## src/rtl/shift_reg_univ.sv

```systemverilog
// -----------------------------------------------------------------------------
// shift_reg_univ -- universal shift register with frame counter
//
// A WIDTH-bit register that can hold, shift right, shift left or parallel-load
// every rising edge. A saturating counter tracks how many shifts have happened
// since the last load or clear. A registered one-cycle done pulse marks the
// shift that completes a full WIDTH-bit frame.
//
// Parameters
//   WIDTH    register width in bits (>= 2)
//   RST_VAL  value forced into q by clr_n and by sclr
//
// Ports
//   clk    in   1                  rising-edge clock
//   clr_n  in   1                  asynchronous active-low reset
//   en     in   1                  clock enable for mode operations
//   sclr   in   1                  synchronous clear (beats en and mode)
//   mode   in   2                  00 hold, 01 shift right, 10 shift left, 11 load
//   ser_a  in   1                  serial input A
//   ser_b  in   1                  serial input B (serial bit = ser_a & ser_b)
//   d      in   WIDTH              parallel load data
//   q      out  WIDTH              register contents
//   so_r   out  1                  q[0], serial out for right shifts
//   so_l   out  1                  q[WIDTH-1], serial out for left shifts
//   cnt    out  $clog2(WIDTH+1)    shifts since last load/clear, saturating
//   full   out  1                  cnt == WIDTH
//   done   out  1                  one-cycle pulse after the frame-completing shift
//
// There is no handshake on this block: every enabled edge is an operation.
// -----------------------------------------------------------------------------
module shift_reg_univ #(
  parameter int               WIDTH   = 8,
  parameter logic [WIDTH-1:0] RST_VAL = '0
) (
  input  logic                         clk,
  input  logic                         clr_n,
  input  logic                         en,
  input  logic                         sclr,
  input  logic [1:0]                   mode,
  input  logic                         ser_a,
  input  logic                         ser_b,
  input  logic [WIDTH-1:0]             d,
  output logic [WIDTH-1:0]             q,
  output logic                         so_r,
  output logic                         so_l,
  output logic [$clog2(WIDTH+1)-1:0]   cnt,
  output logic                         full,
  output logic                         done
);

  localparam int CNT_W = $clog2(WIDTH + 1);

  localparam logic [CNT_W-1:0] CNT_FULL = CNT_W'(WIDTH);
  localparam logic [CNT_W-1:0] CNT_LAST = CNT_W'(WIDTH - 1);

  localparam logic [1:0] MODE_HOLD  = 2'b00;
  localparam logic [1:0] MODE_RIGHT = 2'b01;
  localparam logic [1:0] MODE_LEFT  = 2'b10;
  localparam logic [1:0] MODE_LOAD  = 2'b11;

  logic [WIDTH-1:0] q_q,    q_d;
  logic [CNT_W-1:0] cnt_q,  cnt_d;
  logic             done_q, done_d;

  logic ser_bit;
  logic shifting;

  assign ser_bit = ser_a & ser_b;

  // Next-state logic. Priority: sclr, then en, then mode. done defaults low so
  // it can only ever be a single-cycle pulse.
  always_comb begin
    q_d      = q_q;
    cnt_d    = cnt_q;
    done_d   = 1'b0;
    shifting = 1'b0;

    if (sclr) begin
      q_d   = RST_VAL;
      cnt_d = '0;
    end else if (en) begin
      case (mode)
        MODE_HOLD: begin
          q_d = q_q;
        end
        MODE_RIGHT: begin
          q_d      = {ser_bit, q_q[WIDTH-1:1]};
          shifting = 1'b1;
        end
        MODE_LEFT: begin
          q_d      = {q_q[WIDTH-2:0], ser_bit};
          shifting = 1'b1;
        end
        MODE_LOAD: begin
          q_d   = d;
          cnt_d = '0;
        end
        default: begin
          q_d = q_q;
        end
      endcase
    end

    // Shifts past a full frame still move data but leave the count pinned and
    // never re-fire done; only the WIDTH-1 -> WIDTH transition pulses.
    if (shifting && (cnt_q != CNT_FULL)) begin
      cnt_d  = cnt_q + CNT_W'(1);
      done_d = (cnt_q == CNT_LAST);
    end
  end

  always_ff @(posedge clk or negedge clr_n) begin
    if (!clr_n) begin
      q_q    <= RST_VAL;
      cnt_q  <= '0;
      done_q <= 1'b0;
    end else begin
      q_q    <= q_d;
      cnt_q  <= cnt_d;
      done_q <= done_d;
    end
  end

  // All outputs derive from registered state only.
  assign q    = q_q;
  assign cnt  = cnt_q;
  assign done = done_q;
  assign so_r = q_q[0];
  assign so_l = q_q[WIDTH-1];
  assign full = (cnt_q == CNT_FULL);

endmodule

```

## config.mk

```make
export PLATFORM = sky130hd
export DESIGN_NAME = shift_reg_univ
export DESIGN_NICKNAME = d
export VERILOG_FILES = /design/src/rtl/shift_reg_univ.sv
export SDC_FILE = /design/constraint.sdc
export NUM_CORES = 1
export LEC_CHECK = 0
export ABC_AREA = 1
export BUFFER_PORTS_ARGS = -buffer_cell sky130_fd_sc_hd__buf_4
export CAP_MARGIN = 30
export CORE_MARGIN = 3
export CORE_UTILIZATION = 45
export CTS_CLUSTER_DIAMETER = 30
export DETAILED_ROUTE_END_ITERATION = 8
export PLACE_DENSITY = 0.84
export SLEW_MARGIN = 20
export SYNTH_ARGS = -nofsm -noshare
export SYNTH_HDL_FRONTEND = slang
export SYNTH_SLANG_ARGS = --single-unit
```

## constraint.sdc

```tcl
create_clock -name clk -period 1.7 [get_ports clk]
set_input_delay 0.34 -clock clk [delete_from_list [all_inputs] [get_ports clk]]
set_output_delay 0.34 -clock clk [all_outputs]
set_load 0.02 [all_outputs]
```

# Word-level counts from Yosys, hierarchy flattened
# Cells that the tools add are included.
[totals]
register_bits = 13
latchBits = 0
ram_bits = 0
mem_bits_ro = 0
elab_cells = 31
memories = 0
[op_classes]
n_addsub = 1
mul = 0
div_mod_pow = 0
order_cmp = 0
n_eq_ne = 7
shifts = 0
muxes = 11
bitwise_logic = 1
n_reduce_logical = 8
[op_table]
columns = ["operator", "n"]
rows = [
  ["$pmux W8 S3", 1],
  ["$mux W4", 4],
  ["$mux W8", 2],
  ["$reduce_bool A3 Y1", 2],
  ["$add A4 B1 Y4 const B", 1],
  ["$eq A2 B2 Y1 const B", 2],
  ["$eq A4 B3 Y1 const B", 1],
  ["$eq A4 B4 Y1 const B", 1],
  ["$mux W1", 4],
  ["$ne A4 B4 Y1 const B", 1],
  ["$reduce_and A2 Y1", 2],
  ["$eq A2 B1 Y1 const B", 1],
  ["$logic_not A2 Y1", 1],
  ["$ne A2 B2 Y1 const B", 1],
  ["$reduce_bool A2 Y1", 1],
  ["$reduce_or A2 Y1", 1],
  ["$and A1 B1 Y1", 1],
  ["$logic_and A1 B1 Y1", 1],
]

# Logic depth before layout (Yosys ltp)
[depth]
word_depth = 8
ltp_mapped = 8
ltp_nobuf = 7

# Least setup slack after synthesis
# OpenSTA, ideal clock, no wires.
[synth_timing]
path_kind = "reg2out"
startpoint = "reg cnt_q[0] (netlist: cnt[0])"
endpoint = "out full"
t_arrival_ns = 1.140
t_required_ns = 1.360
path_slack_ns = 0.220
path_stages_with_launch = 5
path_cell_list = "dfrtp_1 inv_1 ha_1 nand2_1 nor2_1"
[synth_between]
elab_chain_cells = 1
[synth_rtl]
columns = ["item", "line", "text"]
rows = [
  ["from (decl)", "62", "logic [CNT_W-1:0] cnt_q, cnt_d;"],
  ["from (signal assigned)", "119", "cnt_q <= cnt_d;"],
  ["$eq A4 B4 Y1", "130", "assign full = (cnt_q == CNT_FULL);"],
  ["to (decl)", "47", "output logic full,"],
]
# Every way passes these cells.

# Worst setup path in the final report
# Ends and elaborated chain as after synthesis.

==> reports/results.ini <==
[timing]
worst_pin_slew_ps=408
timing.clock.skew_ps=0.798
hold_viol_final=0
period_share_pct=98.2
hold_ws_ps=367
drv_slew=0
fmax_mhz=599
period_minus_slack_ps=1670
relSlewSlack_pct=72.8
finalSetupViolCount=0
fin_ws_ps=31.4

[worst_setup_path]
worstSetupStartpoint=cnt[0]$_DFFE_PN0P_
cp_data_required_time_ps=1360
path_max_fanout=6
path_delay_family=flip-flops
regToRegStartpoint=cnt[0]$_DFFE_PN0P_
arrival_ps=1330
crit_type=register to primary output
critPathMaxStageDelay_ps=450
crit_buf_inv=2
cp-start-kind=register
crit_chain=inv_2 -> ha_2 -> nand2_1 -> nor2_2 -> buf_6
cp-end-kind=primary output
crit_slowest_cell=dfrtp_2

[global_routing]
top_usage_layer=met2
antenna_found_initial=0
grt_start_max_net_pins=14
grt_pass1_wl_um=3660
grt_pass1_vias=832
use_met2_pct=31.9
track_usage_pct=19.2
grt.overflow.total=0
grtUsageMet1_pct=23.6
use_met3_pct=3.98

[clocking]
cts.sinks=13
cts_tree=done
htree_levels=1
clk_latency_ps=280
clkTransAtPathRegs_ps=80
cts_buffers=3
cts_buffer_depth=2
cts-root-buf=clkbuf_4

[cells_and_area]
drive_above_1_share_pct=30.3
stdcell_area_mm2=0.00115
regArea_um2=328
nets=177
multi_input_area_um2=455
n_fill_cell=162
utilization_pct=65.7
n_antenna_cell=0
syn_to_final_growth_pct=36.3
final_cells=180

[yosys]
ys_types=16
synth_top_cell_by_area=dfrtp_1
synth_ff_type=dfrtp_1
async_reset_ff_share_pct=100
avgSynthCellArea_um2=7.02
synth.cell_area_um2=842
synth_area_leaders=dfrtp_1 (39%), nand2_1 (27%), nand3_1 (10%)
yosysSeqAreaShare_pct=38.6
ys_seq_elements=13
synthesis.nets=141
synth_edf_count=0
yosysMostFrequentCell=nand2_1
ys_top_cells_by_count=nand2_1 (60), nand3_1 (17), dfrtp_1 (13)
synth_top_area_share_pct=38.6
syn_inst=120
ys.warnings.count=0

[routing]
via_count=892
vias_per_cell=4.96
wire_per_inst_um=11.5
initialDrtViolationCount=15
drc_errors=0
ant_nets=0
dr.pass1.iters=4
drt_wl_total_um=2070

[pwr]
p_leak_nw=0.642
irDropWorstVdd_uv=342
power_density_mw_per_mm2=600

[floorplan]
die_h_um=49.3
core_mm2=0.00175
dieArea_mm2=0.00243
initial_utilization_pct=48.2
chipWidth_um=49.3
ios=32
rows=15

[placement]
port_buffers=31
place_ws_ps=300
place_congestion=0.789
dp_hpwl_um=1540
dpl.cell_count=171
post_dp_cell_area_mm2=0.00107

[flow_run]
maxCapViolCount=0

[hold_path]
min_path_type=primary input to register
hp-start=d[0]

[status]
status=complete, no violations

per-stage QoR:
step / power (mW) / setup TNS, ps
floorplan: 0.417 / 0
finish: 0.689 / 0
global route: 0.727 / -28.7
global placement: 0.481 / 0
CTS: 0.688 / 0
detailed placement: 0.485 / 0
per-layer routing:
metal	vias up	wire (um)
met5	-	0
met4	0	37
met3	5	149
met2	39	1010
met1	404	877
li1	444	-
worst register-to-register path: stages (launching register included):
cell	delay [ps]
dfrtp_2	450
inv_2	70
ha_2	180
nand2_1	60
nor2_2	150
buf_4	130
nor2_2	40
nand3_1	80
nand2_1	50
sequential cells by signal, indices dropped and copies added, names as in the netlist:
signal	cells
q	8
done	1
cnt	4
layout by cell type, fill, tap and decap left out, types with 2 or more instances in the layout:
cell,synthesis,final
buf_4,2,34
ha_1,5,4
dfrtp_2,0,2
nor2_1,4,3
nor2_4,2,2
nand3_1,17,17
nand2_1,60,60
inv_1,8,7
dfrtp_1,13,11
clkbuf_4,0,3
nor2_2,1,2
kinds of logic after synthesis:
family | Yosys count | share of synthesized area, %
buf+inv | 13 | 7.87
fa+ha+maj | 5 | 7.43
xor+xnor | 1 | 1.04
simple gates | 85 | 42.8
flops | 13 | 38.6
compound gates | 3 | 2.23
final cells by class:
cell class	count	area share, %
flip-flops and latches	13	28.6
repair buffers	36	24.1
inverters	8	2.62
well taps	25	2.73
clock buffers	4	2.29
multi-input cells	94	39.7
path summary, 6_finish.rpt:
| kind | endpoint | slack (ps) | depth (start not counted) |
|---|---|---|---|
| hold / removal | q[0]$_DFFE_PN0P_ | 370 | 5 |
| min in group asynchronous | q[4]$_DFFE_PN0P_ | 430 | 2 |
| setup reg to reg | cnt[3]$_DFFE_PN0P_ | 390 | 8 |
| setup / recovery | full | 30 | 5 |
| hold reg to reg | q[0]$_DFFE_PN0P_ | 550 | 2 |
| max in group asynchronous | cnt[0]$_DFFE_PN0P_ | 1090 | 2 |
power breakdown:
group | switching, mW | total [mW] | internal [mW]
clock | 0.108 | 0.199 | 0.0911
combinational | 0.0862 | 0.157 | 0.0703
sequential | 0.0133 | 0.333 | 0.320
what timing repair did:
action / in CTS / in global routing
buffers inserted: 0 / 4
endpoints found under the setup margin: 1 / 1
hold buffers: 1 / 0
pin swaps: 0 / 1
resized for setup: 2 / 4
endpoints found under the hold margin: 13 / 0
Power figures use the tool's default switching activity.
